[src/rtl/rca_word_sequencer.sv]
// Wide-word add/subtract controller that reuses one N-bit ripple-carry slice over WORDS cycles,
// least-significant slice first, carrying between cycles through a carry register.

module rca_nbit_mux #(
  parameter int N = 4
) (
  input  logic [N-1:0] i_a,
  input  logic [N-1:0] i_b,
  input  logic         i_cin,
  output logic [N-1:0] o_sum,
  output logic         o_cout
);

  logic [N:0]   w_c;
  logic [N-1:0] w_p;

  assign w_c[0] = i_cin;
  assign w_p    = i_a ^ i_b;

  // Carry select: a propagating bit passes the incoming carry, otherwise a==b supplies it.
  for (genvar gi = 0; gi < N; gi++) begin : g_bit
    assign o_sum[gi]  = w_p[gi] ^ w_c[gi];
    assign w_c[gi+1]  = w_p[gi] ? w_c[gi] : i_a[gi];
  end

  assign o_cout = w_c[N];

endmodule

module rca_word_sequencer #(
  parameter int N     = 4,
  parameter int WORDS = 4
) (
  input  logic             clk,
  input  logic             rst_n,
  input  logic             start,
  input  logic             sub,
  input  logic             cin,
  input  logic [N*WORDS-1:0] a,
  input  logic [N*WORDS-1:0] b,
  output logic             busy,
  output logic             done,
  output logic [N*WORDS-1:0] sum,
  output logic             cout,
  output logic             ovf
);

  localparam int IDXW = (WORDS > 1) ? $clog2(WORDS) : 1;
  localparam logic [IDXW-1:0] LAST_IDX = IDXW'(WORDS - 1);

  typedef enum logic [1:0] {
    S_IDLE,
    S_RUN,
    S_DONE
  } state_t;

  state_t                    r_state;
  logic [WORDS-1:0][N-1:0]   r_a;
  logic [WORDS-1:0][N-1:0]   r_b;
  logic [WORDS-1:0][N-1:0]   r_sum;
  logic [IDXW-1:0]           r_idx;
  logic                      r_carry;
  logic                      r_cout;
  logic                      r_ovf;
  logic                      r_busy;
  logic                      r_done;

  logic [N-1:0]              w_slice_sum;
  logic                      w_slice_cout;
  logic                      w_accept;
  logic                      w_ovf_next;

  assign w_accept = (r_state == S_IDLE) && start;

  rca_nbit_mux #(.N(N)) u_slice (
    .i_a    (r_a[r_idx]),
    .i_b    (r_b[r_idx]),
    .i_cin  (r_carry),
    .o_sum  (w_slice_sum),
    .o_cout (w_slice_cout)
  );

  // Only meaningful on the last slice, where w_slice_sum[N-1] is the new result MSB.
  assign w_ovf_next = (r_a[WORDS-1][N-1] == r_b[WORDS-1][N-1]) &&
                      (w_slice_sum[N-1] != r_a[WORDS-1][N-1]);

  // NOTE: operand latches carry no reset; they are always loaded on accept before any use,
  // so resetting them would only add reset fan-out without changing behaviour.
  always_ff @(posedge clk) begin
    if (rst_n && w_accept) begin
      r_a <= a;
      r_b <= sub ? ~b : b;
    end
  end

  // NOTE: all state updates use non-blocking assignments so every register samples
  // pre-edge values, regardless of statement order within the block.
  always_ff @(posedge clk) begin
    if (!rst_n) begin
      r_state <= S_IDLE;
      r_idx   <= '0;
      r_carry <= 1'b0;
      r_sum   <= '0;
      r_cout  <= 1'b0;
      r_ovf   <= 1'b0;
      r_busy  <= 1'b0;
      r_done  <= 1'b0;
    end else begin
      case (r_state)
        S_IDLE: begin
          r_done <= 1'b0;
          r_busy <= 1'b0;
          if (start) begin
            r_carry <= sub ? 1'b1 : cin;
            r_idx   <= '0;
            r_sum   <= '0;
            r_cout  <= 1'b0;
            r_ovf   <= 1'b0;
            r_busy  <= 1'b1;
            r_state <= S_RUN;
          end
        end

        S_RUN: begin
          r_sum[r_idx] <= w_slice_sum;
          r_carry      <= w_slice_cout;
          if (r_idx == LAST_IDX) begin
            r_cout  <= w_slice_cout;
            r_ovf   <= w_ovf_next;
            r_done  <= 1'b1;
            r_state <= S_DONE;
          end else begin
            r_idx <= r_idx + 1'b1;
          end
        end

        S_DONE: begin
          r_done  <= 1'b0;
          r_busy  <= 1'b0;
          r_state <= S_IDLE;
        end

        default: begin
          r_done  <= 1'b0;
          r_busy  <= 1'b0;
          r_state <= S_IDLE;
        end
      endcase
    end
  end

  assign busy = r_busy;
  assign done = r_done;
  assign sum  = r_sum;
  assign cout = r_cout;
  assign ovf  = r_ovf;

endmodule
[config.mk]
export PLATFORM = sky130hd
export DESIGN_NAME = rca_word_sequencer
export DESIGN_NICKNAME = d
export VERILOG_FILES = /design/src/rtl/rca_word_sequencer.sv
export SDC_FILE = /design/constraint.sdc
export NUM_CORES = 1
export LEC_CHECK = 0
export ABC_AREA = 1
export ABC_CLOCK_PERIOD_IN_PS = 8400
export CORE_ASPECT_RATIO = 1.25
export CORE_MARGIN = 2
export CORE_UTILIZATION = 54
export DETAILED_ROUTE_END_ITERATION = 12
export PLACE_DENSITY = 0.82
export SLEW_MARGIN = 20
export SYNTH_ARGS = -nofsm -noshare
export SYNTH_HDL_FRONTEND = slang
export SYNTH_SLANG_ARGS = --single-unit
export TNS_END_PERCENT = 5
[constraint.sdc]
create_clock -name clk -period 8.4 [get_ports clk]
set_input_delay 1.68 -clock clk [delete_from_list [all_inputs] [get_ports clk]]
set_output_delay 1.68 -clock clk [all_outputs]
set_load 0.005 [all_outputs]
==> results_dict.tcl, run 1 <==
set metrics [dict create \
    die-area_sq_mm 0.00539 \
    globalplace.congestion 0.845 \
    via_count 1974 \
    layout_min_cycle_time_ns 3.25 \
    synth_fp_nets 313 \
    clockPowerShare 0.355 \
    grt_usage 0.197 \
    critPathMaxFanout 32 \
    n_fill_cell 367 \
    cts_hold_buffers 0 \
    path_delay_family "buffers and inverters" \
    drv_cap 0 \
    layout-drive-gt1-share 0.124 \
    startpoint_type "input pin" \
    wl_per_cell_microns 11.7 \
    hpwlAfterDp_microns 3370 \
    regArea_sq_mm 0.00146 \
    slew_violations 0 \
    p_leak_uw 0.00135 \
    area_growth_pct 30.7 \
    p_int_uw 517 \
    period_share 0.386 \
    hold_viol 0 \
    postSynthCellCount 272 \
    path_cells "clkdlybuf4s50_1 -> clkinv_1 -> nor2_2 -> buf_4" \
    antenna_found_initial 0 \
    fmax_mhz 308 \
    clk_pin_slew_worst_paths_ns 0.06 \
    grt_pass1_wl_microns 7660 \
    nNetsFinal 374 \
    slowest_delay_ns 0.52 \
    cpMaxStageDelayCell "clkdlybuf4s50_1" \
    relSlewSlack 0.387 \
    cts_tree "built" \
    ys_warn_count 0 \
    worst_pin_slew_ns 0.916 \
    cp.buffers_inverters 3 \
    remaining_drc_errors 0 \
    ctsResizeCount 0 \
    cts_setup_buffers 0 \
    syn_avg_cell_area_sq_um 9.55 \
    fp.coreArea_sq_mm 0.00469 \
    vdd_drop_max_mv 0.160 \
    cts.sinks 57 \
    io_buffers 56 \
    powerDensity_mw_per_mm2 207 \
    die_y_microns 81.6 \
    setup_tns_ns 0 \
    netlist_area_sq_mm 0.00260 \
    clk-insertion-delay-late_ns 0.33 \
    cp-end-kind "flip-flop" \
    postRouteWirelength_microns 4650 \
    swShare 0.266 \
    worst_hold_slack_ns 0.458 \
    rsz0062_at_grt "false" \
    via_per_inst 4.96 \
    synth_seq_cells 57 \
    hp-class "reg -> reg" \
    ant_nets 0 \
    combPwrFrac 0.188 \
    die_w_microns 66.1 \
    root_buffer "clkbuf_8" \
    numCtsBuffers 9 \
    ios 57 \
    drt_pre_antenna_iters 4 \
    first_global_vias 1840 \
    rows 28 \
    grt_overflow_total 0 \
    cts_buffer_depth 2 \
    diodes 0 \
    finClkSkew_ns 0.00665 \
    htreeDepth 3 \
    setup_viol 0 \
    critPathRequiredTime_ns 8.39 \
    multiInputGateArea_sq_um 993 \
    worstSetupPathType "in -> reg" \
    pwr-share-seq 0.457 \
    grt_max_degree 33 \
    synth_cell_type_count 32 \
    yosysSeqAreaShare 0.562 \
    status "complete, no violations" \
    cp_data_arrival_time_ns 3.23 \
    start_util 0.554 \
    power_switching_uw 188 \
    first_iter_violations 96 \
]
## worst register-to-register path: stages (launching register included)
cell and delay, ns:
dfxtp_1 0.87, inv_6 0.19, nand2_1 0.11, nand2_1 0.05, nand2_1 0.05, o21ai_0 0.12
or2_4 0.28, nand2_1 0.08, inv_1 0.06, nand2_4 0.09, nand2_2 0.06, nand2_4 0.09
nand3_1 0.08, nand3_1 0.10, nand2_1 0.05
## flip-flops by register name (all words and copies together), names as in the netlist
register	cells
r_a	16
r_b	16
sum	16
r_idx	2
r_state	2
busy	1
cout	1
done	1
ovf	1
r_carry	1
## Yosys cell counts, drive strengths merged
cell type / count / area, sq um
nand2: 89 / 382
edfxtp: 32 / 961
dfxtp: 25 / 500
inv: 23 / 91.3
a21oi: 19 / 106
nand3: 19 / 123
nor2: 19 / 73.8
xor2: 16 / 140
o21ai: 9 / 45.0
buf: 5 / 43.8
ha: 4 / 50.1
a22o: 2 / 17.5
clkbuf: 2 / 7.51
or2: 2 / 15.0
xnor2: 2 / 17.5
a22oi: 1 / 7.51
clkinv: 1 / 3.75
nand4: 1 / 6.26
o31ai: 1 / 7.51
## power groups by stage
| stage | Sequential, uW | Clock, uW | Combinational (uW) |
|---|---|---|---|
| 3_3_place_gp | 327 | 0 | 130 |
| 5_1_grt | 324 | 267 | 146 |
| 6_report | 322 | 250 | 133 |
| 2_1_floorplan | 323 | 0 | 94.1 |
| 3_5_place_dp | 328 | 0 | 133 |
| 4_1_cts | 322 | 254 | 134 |
## layout make-up
| cell class | count | share of cell area |
|---|---|---|
| inverters | 24 | 0.0280 |
| clock buffers | 15 | 0.0582 |
| repair buffers | 57 | 0.167 |
| flip-flops and latches | 57 | 0.430 |
| multi-input cells | 184 | 0.293 |
| well taps | 60 | 0.0221 |
| clock inverters | 1 | 0.00147 |
## metrics by stage
stage / utilization / cell area, sq um / cells / power, uW / worst slack (ns)
4_1_cts: 0.723 / 3400 / 398 / 710 / 5.17
2_1_floorplan: - / 2600 / 272 / 417 / 4.51
3_3_place_gp: 0.680 / 3190 / 382 / 458 / 4.83
5_1_grt: 0.723 / 3400 / 398 / 737 / 5.07
6_report: 0.723 / 3400 / 398 / 705 / 5.15
3_5_place_dp: 0.680 / 3190 / 382 / 461 / 4.81
## kinds of logic (layout without fill, tap and decap cells)
logic type | Yosys count | after routing | synth area share
buffers and inverters | 31 | 97 | 0.0563
DFF | 57 | 57 | 0.562
and+or+nand+nor | 130 | 130 | 0.231
xor gates and xnor gates | 18 | 18 | 0.0607
adders and majority gates | 4 | 4 | 0.0193
AOI/OAI and AO/OA | 32 | 32 | 0.0708
## metal layers
| layer | part of all wire | global-route usage | vias to the layer above |
|---|---|---|---|
| met4 | 0.025 | 0.110 | 0 |
| met5 | 0 | 0 | - |
| li1 | - | - | 1010 |
| met3 | 0.050 | 0.0630 | 8 |
| met1 | 0.38 | 0.205 | 895 |
| met2 | 0.54 | 0.347 | 61 |
## worst paths after layout
check	endpoint	depth (start not counted)	start	slack, ns
setup / recovery	r_a[6]$_DFFE_PP_	4	rst_n	5.15
hold / removal	done$_SDFFE_PN0P_	2	done$_SDFFE_PN0P_	0.46
setup reg to reg	ovf$_SDFFE_PN0P_	14	r_idx[0]$_SDFFE_PN0P_	6.02
hold reg to reg	done$_SDFFE_PN0P_	2	done$_SDFFE_PN0P_	0.46
## placed cells by master (no fill, tap or decap), types with 12 or more instances in the layout
cell,Yosys,layout
nand2_1,74,74
clkdlybuf4s50_1,0,56
edfxtp_1,32,32
dfxtp_1,25,25
inv_1,20,20
a21oi_1,18,18
nor2_1,18,17
xor2_1,16,16
nand3_1,15,15
nand2_2,13,13
clkbuf_8,0,12
Note: power is estimated with default switching activity, not from simulation.
==> run 2, diff against run 1 <==
Settings changed: ABC_CLOCK_PERIOD_IN_PS 8400 to 3200, CORE_UTILIZATION 54 to 50, PLACE_DENSITY 0.82 to 0.77.
Clock period 8.4 ns to 3.2 ns, I/O delays scaled along.
==> results_dict.tcl, run 2 (synthesis results as in run 1) <==
set metrics [dict create \
    drv_cap 0 \
    combPwrFrac 0.185 \
    via_count 1954 \
    startpoint "r_idx[0]$_SDFFE_PN0P_" \
    hold_start "done$_SDFFE_PN0P_" \
    ctsResizeCount 0 \
    antenna_found_initial 0 \
    gr-usage-met2 0.332 \
    critPathRequiredTime_ns 3.43 \
    relSlewSlack 0.381 \
    cp_data_arrival_time_ns 2.50 \
    dpl-instance-area_sq_mm 0.00320 \
    worstSetupPathType "reg -> reg" \
    fmax_mhz 442 \
    status "complete, no violations" \
    pwr-share-seq 0.451 \
    fin_ws_ns 0.937 \
    diodes 0 \
    globalplace.congestion 0.803 \
    finClkSkew_ns 0.0107 \
    p_leak_uw 0.00135 \
    clockPowerShare 0.364 \
    final_common_cell "nand2_1" \
    grt_overflow_total 0 \
    startpoint_type "flip-flop" \
    hold_viol 0 \
    hpwlAfterDp_microns 3720 \
    cts_hold_buffers 0 \
    wl_per_cell_microns 12.5 \
    first_global_vias 1843 \
    grt_usage 0.201 \
    powerDensity_mw_per_mm2 549 \
    clk_pin_slew_worst_paths_ns 0.07 \
    numCtsBuffers 9 \
    worst_pin_slew_ns 0.925 \
    first_iter_violations 81 \
    htreeDepth 3 \
    power_switching_uw 505 \
    via_per_inst 4.87 \
    ant_nets 0 \
    io_buffers 56 \
    cts.sinks 57 \
    fp.coreArea_sq_mm 0.00504 \
    grt_use_met1 0.231 \
    critPathMaxFanout 21 \
    setup_viol 0 \
    ios 57 \
    period_share 0.707 \
    clk-insertion-delay-late_ns 0.34 \
    slew_violations 0 \
    hp-class "reg -> reg" \
    p_int_uw 1370 \
    rows 29 \
    nNetsFinal 375 \
    die_w_microns 68.5 \
    cp-end-kind "flip-flop" \
    layout_min_cycle_time_ns 2.26 \
    die_y_microns 84.6 \
    swShare 0.269 \
    use_met3 0.0603 \
    final_cell_mix "nand2_1, clkdlybuf4s50_1, edfxtp_1, dfxtp_1, inv_1" \
    vdd_drop_max_mv 0.468 \
    drt_pre_antenna_iters 4 \
    area_growth_pct 31.2 \
    regToRegStartpoint "r_idx[0]$_SDFFE_PN0P_" \
    grt-busiest-layer "met2" \
    pre_cts_slack_ns 0.969 \
    postRouteWirelength_microns 5030 \
    rsz0062_at_grt "false" \
    grt_max_degree 33 \
    cts_tree "built" \
    remaining_drc_errors 0 \
    cts_buffer_depth 2 \
    grt_pass1_wl_microns 8460 \
    start_util 0.515 \
    root_buffer "clkbuf_8" \
    layout-drive-gt1-share 0.130 \
    cts_setup_buffers 0 \
    finalInstanceArea_sq_mm 0.00341 \
    die-area_sq_mm 0.00579 \
    setup_tns_ns 0 \
]
[run 2: changes by cell type in the layout (fill, tap and decap cells not counted)]
cell and change:
clkinvlp_4 +1, clkbuf_8 -1, clkbuf_1 -1, clkbuf_16 -1, bufinv_16 +1, buf_4 +1, clkinv_4 +1
[run 2: through the flow]
step	hold slack, ns	utilization	cells	total power [uW]
floorplan	0.446	-	272	1090
global placement	0.448	0.635	385	1200
detailed placement	0.449	0.635	385	1210
CTS	0.460	0.676	401	1880
global route	0.480	0.676	401	1960
finish	0.458	0.676	401	1870
[run 2: power by group through the flow]
stage / logic (uW) / registers, uW / clock network (uW)
after detailed placement: 347 / 861 / 0
after global routing: 390 / 849 / 725
after global placement: 337 / 859 / 0
final: 347 / 845 / 682
after CTS: 348 / 845 / 690
after floorplan: 247 / 848 / 0
[run 2: worst paths after layout]
kind / slack (ns) / to / cells after the start
min: 0.46 / done$_SDFFE_PN0P_ / 2
max reg2reg: 0.94 / ovf$_SDFFE_PN0P_ / 14
max: 0.94 / ovf$_SDFFE_PN0P_ / 14
min reg2reg: 0.46 / done$_SDFFE_PN0P_ / 2
[run 2: layout make-up]
| type | instances | area [sq um] |
|---|---|---|
| clock inverters | 4 | 51.3 |
| clock buffers | 12 | 155 |
| flip-flops and latches | 57 | 1460 |
| inverters | 24 | 95.1 |
| fillers | 400 | 1630 |
| multi-input cells | 184 | 993 |
| repair buffers | 58 | 576 |
| well taps | 62 | 77.6 |
[run 2: routing by layer]
layer / routed length [microns] / up-vias
met5: 0 / -
met4: 97 / 0
met3: 162 / 8
met2: 2700 / 46
met1: 2060 / 890
li1: - / 1010
[run 2: worst max-delay path, cell delays in order (launching register included)]
cell and delay, ns:
dfxtp_1 0.82, inv_6 0.17, nand2_1 0.11, nand2_1 0.05
nand2_1 0.05, o21ai_0 0.11, or2_4 0.27, nand2_1 0.08
inv_1 0.06, nand2_4 0.09, nand2_2 0.06, nand2_4 0.08
nand3_1 0.07, nand3_1 0.09, nand2_1 0.05
